`src/rtl/i2c_slave_responder.sv`:
```
// I2C target at a fixed 7-bit address: START/STOP detect, address match, write deserialize, read serialize.
// Optional glitch filter on SCL/SDA enabled by defining I2C_SLAVE_GLITCH_FILTER_EN.
module i2c_slave_responder #(
  parameter logic [6:0] SLAVE_ADDR = 7'h11
`ifdef I2C_SLAVE_GLITCH_FILTER_EN
  , parameter int unsigned FILTER_LEN = 3
`endif
) (
  input  logic       clk_i,
  input  logic       rst_i,
  input  logic       scl_i,
  input  logic       sda_i,
  output logic       sda_oe_o,
  output logic [7:0] rx_data_o,
  output logic       rx_valid_o,
  input  logic       rx_ready_i,
  output logic       tx_req_o,
  input  logic [7:0] tx_data_i,
  output logic       dir_o,
  output logic       busy_o
);

  typedef enum logic [2:0] {
    IDLE, ADDR, ADDR_ACK, WR_BYTE, WR_ACK, RD_BYTE, RD_ACK, WAIT_STOP
  } state_t;

  logic [1:0] scl_sync, sda_sync;
  logic       scl_filt, sda_filt;
  logic       scl_q, scl_d, sda_q, sda_d;
  logic       scl_rise, scl_fall, start, stop;

  state_t     state;
  logic [2:0] cnt;
  logic [6:0] sh;
  logic       phase;
  logic       nack;

  always_ff @(posedge clk_i) begin
    if (rst_i) begin
      scl_sync <= 2'b11;
      sda_sync <= 2'b11;
    end else begin
      scl_sync <= {scl_sync[0], scl_i};
      sda_sync <= {sda_sync[0], sda_i};
    end
  end

`ifdef I2C_SLAVE_GLITCH_FILTER_EN
  localparam int unsigned CW = $clog2(FILTER_LEN + 1);
  logic [CW-1:0] scl_cnt, sda_cnt;

  // A new level is accepted only after FILTER_LEN consecutive samples disagree with the current one.
  always_ff @(posedge clk_i) begin
    if (rst_i) begin
      scl_filt <= 1'b1;
      sda_filt <= 1'b1;
      scl_cnt  <= '0;
      sda_cnt  <= '0;
    end else begin
      if (scl_sync[1] == scl_filt) begin
        scl_cnt <= '0;
      end else if (scl_cnt == CW'(FILTER_LEN - 1)) begin
        scl_filt <= scl_sync[1];
        scl_cnt  <= '0;
      end else begin
        scl_cnt <= scl_cnt + 1'b1;
      end
      if (sda_sync[1] == sda_filt) begin
        sda_cnt <= '0;
      end else if (sda_cnt == CW'(FILTER_LEN - 1)) begin
        sda_filt <= sda_sync[1];
        sda_cnt  <= '0;
      end else begin
        sda_cnt <= sda_cnt + 1'b1;
      end
    end
  end
`else
  assign scl_filt = scl_sync[1];
  assign sda_filt = sda_sync[1];
`endif

  always_ff @(posedge clk_i) begin
    if (rst_i) begin
      scl_q <= 1'b1;
      scl_d <= 1'b1;
      sda_q <= 1'b1;
      sda_d <= 1'b1;
    end else begin
      scl_q <= scl_filt;
      scl_d <= scl_q;
      sda_q <= sda_filt;
      sda_d <= sda_q;
    end
  end

  assign scl_rise = scl_q & ~scl_d;
  assign scl_fall = ~scl_q & scl_d;
  assign start    = scl_q & scl_d & sda_d & ~sda_q;
  assign stop     = scl_q & scl_d & ~sda_d & sda_q;

  always_ff @(posedge clk_i) begin
    if (rst_i) begin
      state      <= IDLE;
      cnt        <= 3'd0;
      sh         <= 7'd0;
      phase      <= 1'b0;
      nack       <= 1'b0;
      sda_oe_o   <= 1'b0;
      rx_data_o  <= 8'h00;
      rx_valid_o <= 1'b0;
      tx_req_o   <= 1'b0;
      dir_o      <= 1'b0;
      busy_o     <= 1'b0;
    end else begin
      rx_valid_o <= 1'b0;
      tx_req_o   <= 1'b0;
      if (stop) begin
        state    <= IDLE;
        sda_oe_o <= 1'b0;
        busy_o   <= 1'b0;
        phase    <= 1'b0;
      end else if (start) begin
        state    <= ADDR;
        cnt      <= 3'd0;
        sda_oe_o <= 1'b0;
        busy_o   <= 1'b1;
        phase    <= 1'b0;
      end else begin
        case (state)
          IDLE: begin
            sda_oe_o <= 1'b0;
          end

          ADDR: begin
            if (scl_rise) begin
              sh  <= {sh[5:0], sda_q};
              cnt <= cnt + 3'd1;
              if (cnt == 3'd7) begin
                dir_o <= sda_q;
                phase <= 1'b0;
                state <= (sh == SLAVE_ADDR) ? ADDR_ACK : WAIT_STOP;
              end
            end
          end

          ADDR_ACK: begin
            if (scl_fall) begin
              if (!phase) begin
                phase    <= 1'b1;
                sda_oe_o <= 1'b1;
              end else begin
                phase <= 1'b0;
                cnt   <= 3'd0;
                if (dir_o) begin
                  // First read bit goes out on the same fall that ends the ACK clock.
                  tx_req_o <= 1'b1;
                  sh       <= tx_data_i[6:0];
                  sda_oe_o <= ~tx_data_i[7];
                  state    <= RD_BYTE;
                end else begin
                  sda_oe_o <= 1'b0;
                  state    <= WR_BYTE;
                end
              end
            end
          end

          WR_BYTE: begin
            if (scl_rise) begin
              sh  <= {sh[5:0], sda_q};
              cnt <= cnt + 3'd1;
              if (cnt == 3'd7) begin
                rx_data_o  <= {sh, sda_q};
                rx_valid_o <= rx_ready_i;
                nack       <= ~rx_ready_i;
                phase      <= 1'b0;
                state      <= WR_ACK;
              end
            end
          end

          WR_ACK: begin
            if (scl_fall) begin
              if (!phase) begin
                phase    <= 1'b1;
                sda_oe_o <= ~nack;
              end else begin
                phase    <= 1'b0;
                sda_oe_o <= 1'b0;
                cnt      <= 3'd0;
                state    <= nack ? WAIT_STOP : WR_BYTE;
              end
            end
          end

          RD_BYTE: begin
            if (scl_fall) begin
              if (cnt == 3'd7) begin
                sda_oe_o <= 1'b0;
                phase    <= 1'b0;
                state    <= RD_ACK;
              end else begin
                sh       <= {sh[5:0], 1'b0};
                sda_oe_o <= ~sh[6];
                cnt      <= cnt + 3'd1;
              end
            end
          end

          RD_ACK: begin
            // phase marks that the master ACKed on the 9th rise; reload on the following fall.
            if (scl_rise) begin
              if (sda_q) begin
                state <= WAIT_STOP;
              end else begin
                phase <= 1'b1;
              end
            end else if (scl_fall && phase) begin
              phase    <= 1'b0;
              cnt      <= 3'd0;
              tx_req_o <= 1'b1;
              sh       <= tx_data_i[6:0];
              sda_oe_o <= ~tx_data_i[7];
              state    <= RD_BYTE;
            end
          end

          WAIT_STOP: begin
            sda_oe_o <= 1'b0;
          end

          default: begin
            state    <= IDLE;
            sda_oe_o <= 1'b0;
          end
        endcase
      end
    end
  end

endmodule

```
`config.mk`:
```
export PLATFORM = sky130hd
export DESIGN_NAME = i2c_slave_responder
export DESIGN_NICKNAME = d
export VERILOG_FILES = /design/src/rtl/i2c_slave_responder.sv
export SDC_FILE = /design/constraint.sdc
export NUM_CORES = 1
export LEC_CHECK = 0
export CAP_MARGIN = 20
export CORE_MARGIN = 2
export CORE_UTILIZATION = 28
export DETAILED_ROUTE_END_ITERATION = 8
export PLACE_DENSITY = 0.43
export SETUP_SLACK_MARGIN = 0.02
export SKIP_CTS_REPAIR_TIMING = 1
export SYNTH_ARGS = -nofsm -noshare
export SYNTH_HDL_FRONTEND = slang
export SYNTH_SLANG_ARGS = --single-unit
export TNS_END_PERCENT = 100
```
`constraint.sdc`:
```
create_clock -name clk_i -period 5.9 [get_ports clk_i]
set_input_delay 1.18 -clock clk_i [delete_from_list [all_inputs] [get_ports clk_i]]
set_output_delay 1.18 -clock clk_i [all_outputs]
set_load 0.005 [all_outputs]
```
==> reports/metrics.cfg, run 1 <==
[run_status]
status = finished, final reports clean

[sta]
drv_slew = 0
hold_violations = 0
rsz0062_at_grt = no
holdWs_ns = 0.408
finalCriticalPeriod_ns = 2.48
setup_violations = 0
min_period_over_period = 0.420
fin_skew_ns = 0.00640
tightest_slew_ns = 1.01
max-slew-margin-rel = 0.323
clock.fmax_mhz = 404
tns_ns = 0

[run]
maxCapViolations = 0

[clocking]
cts-root-buf = clkbuf_8
cts_buffers = 5
clock_path_buffers = 2
clock-sinks = 36
tritoncts = built
h-tree-depth = 2
clkTransAtPathRegs_ns = 0.08
clk_latency_ns = 0.29

[placed_design]
place_area_um2 = 2140
place.gp.congestion = 0.750
portBuffers = 25
place_hpwl_um = 3110

[min_path]
min_from = scl_sync[0]
min_path_cells = 1
min_to = scl_sync[1]
hold_path.class = flip-flop to flip-flop

[final_layout]
fin_area_um2 = 2230
antenna_cells = 0
fin_nets = 247
post_route_cells_drive_above_1_share = 0.0991
fill_cells = 673
area_delta_synth_final_pct = 20.4

[setup_path]
path_buf_inv = 0
reg2reg_depth = 5
rr_endpoint = sh[5]
crit_fanout = 19
crit_family = simple AND/OR/NAND/NOR gates
cpPeakStageDelay_ns = 0.76
rrSetupSlack_ns = 3.42
path_cells = or2b_1 > o22ai_2 > a2111o_1 > or4_1 > nand2_1
slowest_stage = dfxtp_1
rr_startpoint = state[1]
cp_data_arrival_time_ns = 2.71
worst_ep_required_time_ns = 6.13
endpoint_kind = flip-flop
start_kind = flip-flop
crit_type = flip-flop to flip-flop

[power_and_ir_drop]
leakagePower_uw = 0.000863
powerDensity_nw_per_um2 = 331
power_uw = 739
peakVddDrop_uv = 116

[synth]
synth_ff_type = dfxtp_1
syn_inst = 214
synth-seq-cells = 36
yosysSeqAreaShare = 0.389
synthDistinctLibCells = 49
syn_area_per_cell_um2 = 8.66
synth_edf_count = 0
synth_nets = 229
postSynth.asyncResetShare = 0
netlist_area_um2 = 1850
ys_warn_count = 0

[global_routing]
grt.total_usage = 0.133
grt_pass1_vias = 1491
antenna_found_initial = 0
met3_usage = 0.0311
grt_start_max_net_pins = 37
top_usage_layer = met1
overflow = 0
grt_util_met1 = 0.200
grt_use_met2 = 0.179
grt_pass1_wl_um = 7700

[route]
drc = 0
vias = 1570
viasPerCell = 5.08
dr.pass1.iters = 4
ant_nets = 0
drt_iter0_drc = 113
finalWirelength_um = 4560
wire_per_inst_um = 14.8

[floorplan]
start_util = 0.290
coreArea_um2 = 6390
die_x_um = 85.4
die_area_um2 = 7290
die_h_um = 85.4
io_pins = 26
rows = 29

-- per-layer routing --
layer,routed length (um),up-vias
met5,0,-
met4,95,0
met3,137,8
met2,1920,26
met1,2410,728
li1,-,808
-- worst max path at each step --
stage          cells after the start  startpoint  endpoint  slack [ns]
6_report                           5    state[1]     sh[5]        3.42
3_5_place_dp                       4       rst_i     sh[5]        3.38
4_1_cts                            5    state[1]     sh[5]        3.44
2_1_floorplan                      8      cnt[0]     sh[2]        3.87
5_1_grt                            5    state[1]     sh[3]        3.20
3_3_place_gp                       4       rst_i     sh[5]        3.41
-- metrics by stage --
stage                     cells   util  worst slack [ns]
after floorplan             214      -              3.87
after global placement      302  0.335              3.41
after detailed placement    302  0.335              3.38
after CTS                   309  0.350              3.44
after global routing        309  0.350              3.20
final                       309  0.350              3.42
-- layout by cell type, fill, tap and decap left out, types with 2 or more instances in the layout --
cell,instances
o221ai_1,2
dfxtp_1,36
ha_1,2
clkdlybuf4s50_1,25
o21a_1,3
o21ai_0,11
nor3_1,4
nand2_1,12
nand3_1,5
or2_2,11
nor2b_1,10
a221oi_1,3
nand2b_1,7
or4_1,7
a21oi_1,9
inv_1,2
or2b_1,2
a211oi_1,3
a22oi_1,2
mux2i_1,18
o22ai_1,2
nor2_1,24
clkbuf_8,7
nor4b_1,2
-- synth_stat cells, types with 2 or more instances --
library cell | n | share of area
nor2b_1 | 10 | 0.034
a211oi_1 | 3 | 0.012
nand2_1 | 12 | 0.024
ha_1 | 2 | 0.013
a21oi_1 | 9 | 0.024
o22ai_1 | 2 | 0.0067
nor4b_1 | 2 | 0.0094
or4_1 | 7 | 0.028
a221oi_1 | 3 | 0.014
buf_1 | 2 | 0.0041
or2_2 | 11 | 0.037
o221ai_1 | 2 | 0.0094
clkbuf_1 | 8 | 0.016
nor2_1 | 24 | 0.049
buf_2 | 3 | 0.0081
nor3_1 | 4 | 0.011
a22oi_1 | 2 | 0.0081
mux2i_1 | 18 | 0.097
dfxtp_1 | 36 | 0.39
inv_1 | 2 | 0.0041
nand3_1 | 5 | 0.013
or2b_1 | 2 | 0.0081
nand2b_1 | 7 | 0.024
o21a_1 | 3 | 0.012
o21ai_0 | 11 | 0.030
-- report_power, final --
part | internal, uW | leakage [uW] | switching (uW)
clock network | 104 | 0.0000503 | 89.4
registers | 260 | 0.000292 | 53.3
logic | 108 | 0.000521 | 124
-- area by class of cell --
class | count | area, um^2 | area share
Sequential cell | 36 | 721 | 0.323
Tap cell | 77 | 96.3 | 0.0431
Inverter | 2 | 7.51 | 0.00336
Multi-Input combinational cell | 161 | 1050 | 0.472
Timing Repair Buffer | 26 | 258 | 0.115
Clock buffer | 7 | 96.3 | 0.0431
-- cells by family (layout without fill, tap and decap cells) --
group	count (synthesis)	in the layout	synth area share
AOI/OAI and AO/OA	46	46	0.173
xor gates and xnor gates	1	1	0.00472
adders and majority gates	2	2	0.0135
buffers and inverters	17	35	0.0425
DFF	36	36	0.389
muxes	18	18	0.0972
and+or+nand+nor	94	94	0.280
-- flip-flops by register name (all words and copies together), names as in the netlist, 2 cells and up --
name	flops
rx_data_o	8
sh	7
cnt	3
state	3
scl_sync	2
sda_sync	2
No activity file was read; power rests on OpenSTA's default activity.
==> run 2, diff against run 1 <==
- PLACE_DENSITY: 0.43 -> 0.44
- clock period: 5.9 -> 2.11 ns (I/O delays scaled with it)
==> run 2 against run 1 <==
Compared with the run above:
- cell area is 9.1% higher
- cell count up 7.4%
- worst setup slack got worse by 3.3 ns
- sequential power rose by 150%
- maximum frequency up 24%
- via count up 6.9%
- sequential share of layout area shrank 2.7 points
- clock power grew to 3.4 times the previous value
- register-to-register slack got worse by 3.3 ns
- wire length up 8.8%
- total power rose to 3.2 times the previous value
==> reports/metrics.cfg, run 2 (same netlist as run 1, synthesis figures left out) <==
[setup_path]
path_cells = ha_1 > ha_2 > inv_2 > o22ai_2 > a2111o_2 > or4_1 > nand2_1
worst_ep_required_time_ns = 2.34  ; -3.79 ns
crit_family = compound AO/OA/AOI/OAI gates
start_kind = flip-flop
cpPeakStageDelay_ns = 0.49  ; -0.27 ns
endpoint_kind = flip-flop
crit_type = flip-flop to flip-flop
crit_fanout = 7  ; -12
rrSetupSlack_ns = 0.11  ; -3.31 ns
rr_startpoint = cnt[0]
path_buf_inv = 1  ; +1
setup.worst_path.start = cnt[0]
slowest_stage = a2111o_2
cp_data_arrival_time_ns = 2.23  ; -0.48 ns

[clocking]
clk_latency_ns = 0.28  ; about the same
cts-root-buf = clkbuf_8
tritoncts = built
h-tree-depth = 2  ; unchanged
clkTransAtPathRegs_ns = 0.07  ; about the same
clock-sinks = 36  ; unchanged
cts_buffers = 5  ; unchanged
clock_path_buffers = 2  ; unchanged

[run_status]
status = finished, final reports clean

[final_layout]
area_delta_synth_final_pct = 31.4
finalNonFillerCells = 332  ; +7.4%
regMostFlops = rx_data_o
final_util = 0.381  ; +0.0317
top_regs = rx_data_o: 8 flops, sh: 7 flops
post_route_cells_drive_above_1_share = 0.188  ; +0.0891
antenna_cells = 0  ; unchanged
final_cell_mix = dfxtp_1, clkdlybuf4s50_1, nor2_1
largest_reg_flops = 8  ; unchanged
layout_commonest_cell = dfxtp_1
fin_nets = 269  ; +8.9%

[sta]
drv_slew = 0  ; unchanged
setup_violations = 0  ; unchanged
rsz0062_at_grt = no
clock.fmax_mhz = 500  ; +24%
tightest_slew_ns = 0.584  ; -0.427 ns
holdWs_ns = 0.410  ; +0.00267 ns
fin_ws_ns = 0.110  ; -3.31 ns
max-slew-margin-rel = 0.610  ; +0.287
finalCriticalPeriod_ns = 2.00  ; -0.477 ns
hold_violations = 0  ; unchanged
min_period_over_period = 0.948  ; +0.528
fin_skew_ns = 0.00425  ; -0.00215 ns

[power_and_ir_drop]
leakagePower_uw = 0.000980  ; +14%
powerDensity_nw_per_um2 = 972  ; +190%
peakVddDrop_uv = 401  ; +250%
power_uw = 2370  ; +220%

[placed_design]
portBuffers = 25  ; unchanged
dp.cells = 323  ; +7.0%
dp_slack_ns = -0.0194  ; -3.40 ns
place_hpwl_um = 3530  ; +13%
place.gp.congestion = 0.909  ; +21%

[global_routing]
overflow = 0  ; unchanged
grt_pass1_wl_um = 8030  ; +4.3%
grt_start_max_net_pins = 17  ; -54%
antenna_found_initial = 0  ; unchanged
grt_pass1_vias = 1575  ; +5.6%
grt.total_usage = 0.140  ; +0.00649

[floorplan]
die_h_um = 85.4  ; unchanged
die_area_um2 = 7290  ; unchanged
die_x_um = 85.4  ; unchanged
coreArea_um2 = 6390  ; unchanged
start_util = 0.290  ; unchanged
io_pins = 26  ; unchanged
rows = 29  ; unchanged

[route]
vias = 1678  ; +6.9%
wire_per_inst_um = 14.9  ; +1.3%
dr.pass1.iters = 4  ; unchanged
dr_wl_met3_um = 221  ; +61%
dr.max_layer_used = met4
drc = 0  ; unchanged
ant_nets = 0  ; unchanged
drt-met1-wl_um = 2500  ; +3.7%
drt_iter0_drc = 132  ; +17%
viasPerCell = 5.05  ; -0.53%
finalWirelength_um = 4960  ; +8.8%
wl_met2_um = 2190  ; +14%

[min_path]
min_from = scl_sync[0]
hold_path.class = flip-flop to flip-flop

[run]
maxCapViolations = 0  ; unchanged

## run 2: changes by cell type in the layout (fill, tap and decap cells not counted), sizes merged
cell	before	now
bufinv	0	1
buf	1	22
a2111o	1	2
## run 2: final cells by class
cell class	instances	area [um^2]
Fill cell	662	3950
Sequential cell	36	721
Inverter	2	7.51
Clock buffer	7	96.3
Timing Repair Buffer	47	415
Clock inverter	1	30.0
Tap cell	77	96.3
Multi-Input combinational cell	162	1070
## run 2: worst reg2reg max path: cells and delay by family (launching register included)
kind | cells | cell delay, ns
simple gates | 2 | 0.57
flops | 1 | 0.33
buf+inv | 1 | 0.07
fa+ha+maj | 2 | 0.38
compound gates | 2 | 0.60
## run 2: power by group
group / switching (uW) / internal, uW / leakage [uW]
Clock: 249 / 417 / 0.0000645
Combinational: 499 / 423 / 0.000624
Sequential: 50.7 / 728 / 0.000292
Total: 799 / 1570 / 0.000980
## run 2: final timing paths
kind / endpoint / depth (start not counted)
max reg2reg: sh[5] / 7
min: scl_sync[1] / 1
min reg2reg: scl_sync[1] / 1
max: sh[5] / 7
## run 2: through the flow
stage / TNS [ns] / area, um^2
final: 0 / 2440
after global routing: 0 / 2440
after CTS: -0.110 / 2420
after detailed placement: -0.0254 / 2290
after global placement: 0 / 2290
after floorplan: 0 / 1850
## run 2: per-layer routing
metal	track usage	up-vias
met2	0.197	34
met4	0.0462	0
met5	0	-
li1	-	849
met3	0.0340	4
met1	0.207	791
==> run 3, diff against run 2 <==
- RECOVER_POWER: default -> 25
- SKIP_LAST_GASP: default -> 1
==> run 3 against run 2 <==
Compared with the run above:
- maximum frequency decreased by 0.47%
- largest power group unchanged
- critical endpoint unchanged
- sequential cell count is the same
- clock skew shrank 0.00051 ns
- critical path depth stayed put
- cell count did not move
- total power down 0.34%
- hold slack hardly changed
- utilization down 0.18 points
- sequential power about the same
==> reports/metrics.cfg, run 3 (same netlist as run 1, synthesis figures left out) <==
[run_status]
status = finished, final reports clean

[final_layout]
area_delta_synth_final_pct = 30.8
antenna_cells = 0  ; unchanged
fin_nets = 269  ; unchanged
final_cell_mix = dfxtp_1, nor2_1, buf_4
layout_commonest_cell = dfxtp_1
fill_cells = 665  ; +0.45%
top_regs = rx_data_o: 8 flops, sh: 7 flops
post_route_cells_drive_above_1_share = 0.176  ; -0.0118
fin_area_um2 = 2420  ; -0.46%
finalNonFillerCells = 332  ; unchanged
final_util = 0.380  ; -0.00176
largest_reg_flops = 8  ; unchanged
regMostFlops = rx_data_o

[run]
maxCapViolations = 0  ; unchanged

[setup_path]
cpPeakStageDelay_ns = 0.50  ; about the same
endpoint_kind = flip-flop
slowest_stage = a2111o_2
worst_ep_required_time_ns = 2.34  ; about the same
cp_data_arrival_time_ns = 2.24  ; about the same
start_kind = flip-flop
path_cells = ha_1 > ha_2 > inv_2 > o22ai_2 > a2111o_2 > or4_1 > nand2_1
crit_fanout = 7  ; unchanged
crit_type = flip-flop to flip-flop

[placed_design]
dp.cells = 323  ; unchanged
portBuffers = 25  ; unchanged
place_area_um2 = 2290  ; unchanged
place.gp.congestion = 0.909  ; unchanged
place_hpwl_um = 3530  ; unchanged

[global_routing]
grt.total_usage = 0.140  ; unchanged
grt_pass1_vias = 1575  ; unchanged
overflow = 0  ; unchanged
grt_start_max_net_pins = 17  ; unchanged
antenna_found_initial = 0  ; unchanged
grt_pass1_wl_um = 8030  ; unchanged

[floorplan]
coreArea_um2 = 6390  ; unchanged
start_util = 0.290  ; unchanged
io_pins = 26  ; unchanged
die_x_um = 85.4  ; unchanged
die_area_um2 = 7290  ; unchanged
die_h_um = 85.4  ; unchanged
rows = 29  ; unchanged

[sta]
tightest_slew_ns = 0.587  ; +0.00283 ns
clock.fmax_mhz = 498  ; -0.47%
min_period_over_period = 0.952  ; +0.00445
hold_violations = 0  ; unchanged
tns_ns = 0  ; unchanged
max-slew-margin-rel = 0.609  ; -0.00189
fin_skew_ns = 0.00374  ; -0.000509 ns
rsz0062_at_grt = no
finalCriticalPeriod_ns = 2.01  ; +0.00939 ns
drv_slew = 0  ; unchanged
setup_violations = 0  ; unchanged

[route]
vias = 1653  ; -1.5%
ant_nets = 0  ; unchanged
dr.pass1.iters = 4  ; unchanged
finalWirelength_um = 4950  ; -0.24%
drc = 0  ; unchanged
drt-met1-wl_um = 2590  ; +3.7%
viasPerCell = 4.98  ; -1.5%
wl_met2_um = 2180  ; -0.64%
dr.max_layer_used = met4
drt_iter0_drc = 148  ; +12%
wire_per_inst_um = 14.9  ; -0.24%
dr_wl_met3_um = 150  ; -32%

[power_and_ir_drop]
leakagePower_uw = 0.000992  ; +1.2%
peakVddDrop_uv = 405  ; +1.1%
power_uw = 2360  ; -0.34%
powerDensity_nw_per_um2 = 973  ; +0.12%

[clocking]
clkTransAtPathRegs_ns = 0.07  ; about the same
clk_latency_ns = 0.28  ; about the same
cts-root-buf = clkbuf_8
tritoncts = built
clock_path_buffers = 2  ; unchanged
h-tree-depth = 2  ; unchanged
clock-sinks = 36  ; unchanged
cts_buffers = 5  ; unchanged

[min_path]
hold_path.class = flip-flop to flip-flop

run 3: cell types whose count changed in the layout (fill, tap and decap cells not counted):
| cell | previous run | this run |
|---|---|---|
| buf_4 | 22 | 19 |
| dlygate4sd3_1 | 0 | 7 |
| clkbuf_1 | 0 | 3 |
| clkdlybuf4s50_1 | 25 | 18 |
run 3: worst paths after layout:
path                from           to  slack, ns  cells past startpoint
min          scl_sync[0]  scl_sync[1]       0.41                      1
max reg2reg       cnt[0]        sh[5]       0.10                      7
min reg2reg  scl_sync[0]  scl_sync[1]       0.41                      1
max               cnt[0]        sh[5]       0.10                      7
run 3: power by group:
group	total [uW]	internal, uW	switching (uW)	leakage (uW)
Combinational	914	416	499	0.000636
Clock	666	417	249	0.0000645
Sequential	778	728	50.4	0.000292
Total	2360	1560	798	0.000992
run 3: metal layers:
metal  up-vias  global-route usage
li1        854                   -
met1       773               0.207
met2        24               0.197
met3         2              0.0340
met4         0              0.0462
met5         -                   0
run 3: area by class of cell:
cell class	count	area, um^2	share of cell area
Multi-Input combinational cell	162	1070	0.441
Timing Repair Buffer	47	404	0.167
Clock inverter	1	30.0	0.0124
Inverter	2	7.51	0.00310
Clock buffer	7	96.3	0.0397
Sequential cell	36	721	0.297
Tap cell	77	96.3	0.0397
run 3: stage by stage:
stage | hold slack [ns] | setup WS (ns)
after CTS | 0.411 | -0.0395
final | 0.410 | 0.101
after global placement | 0.391 | 0.0250
after detailed placement | 0.394 | -0.0194
after floorplan | 0.389 | 0.0809
after global routing | 0.421 | 0.0312
run 3: critical path, delay by kind of cell (launching register included):
| kind | cells | cell delay (ns) |
|---|---|---|
| AOI/OAI and AO/OA | 2 | 0.61 |
| adders and majority gates | 2 | 0.38 |
| buffers and inverters | 1 | 0.07 |
| DFF | 1 | 0.33 |
| and+or+nand+nor | 2 | 0.58 |
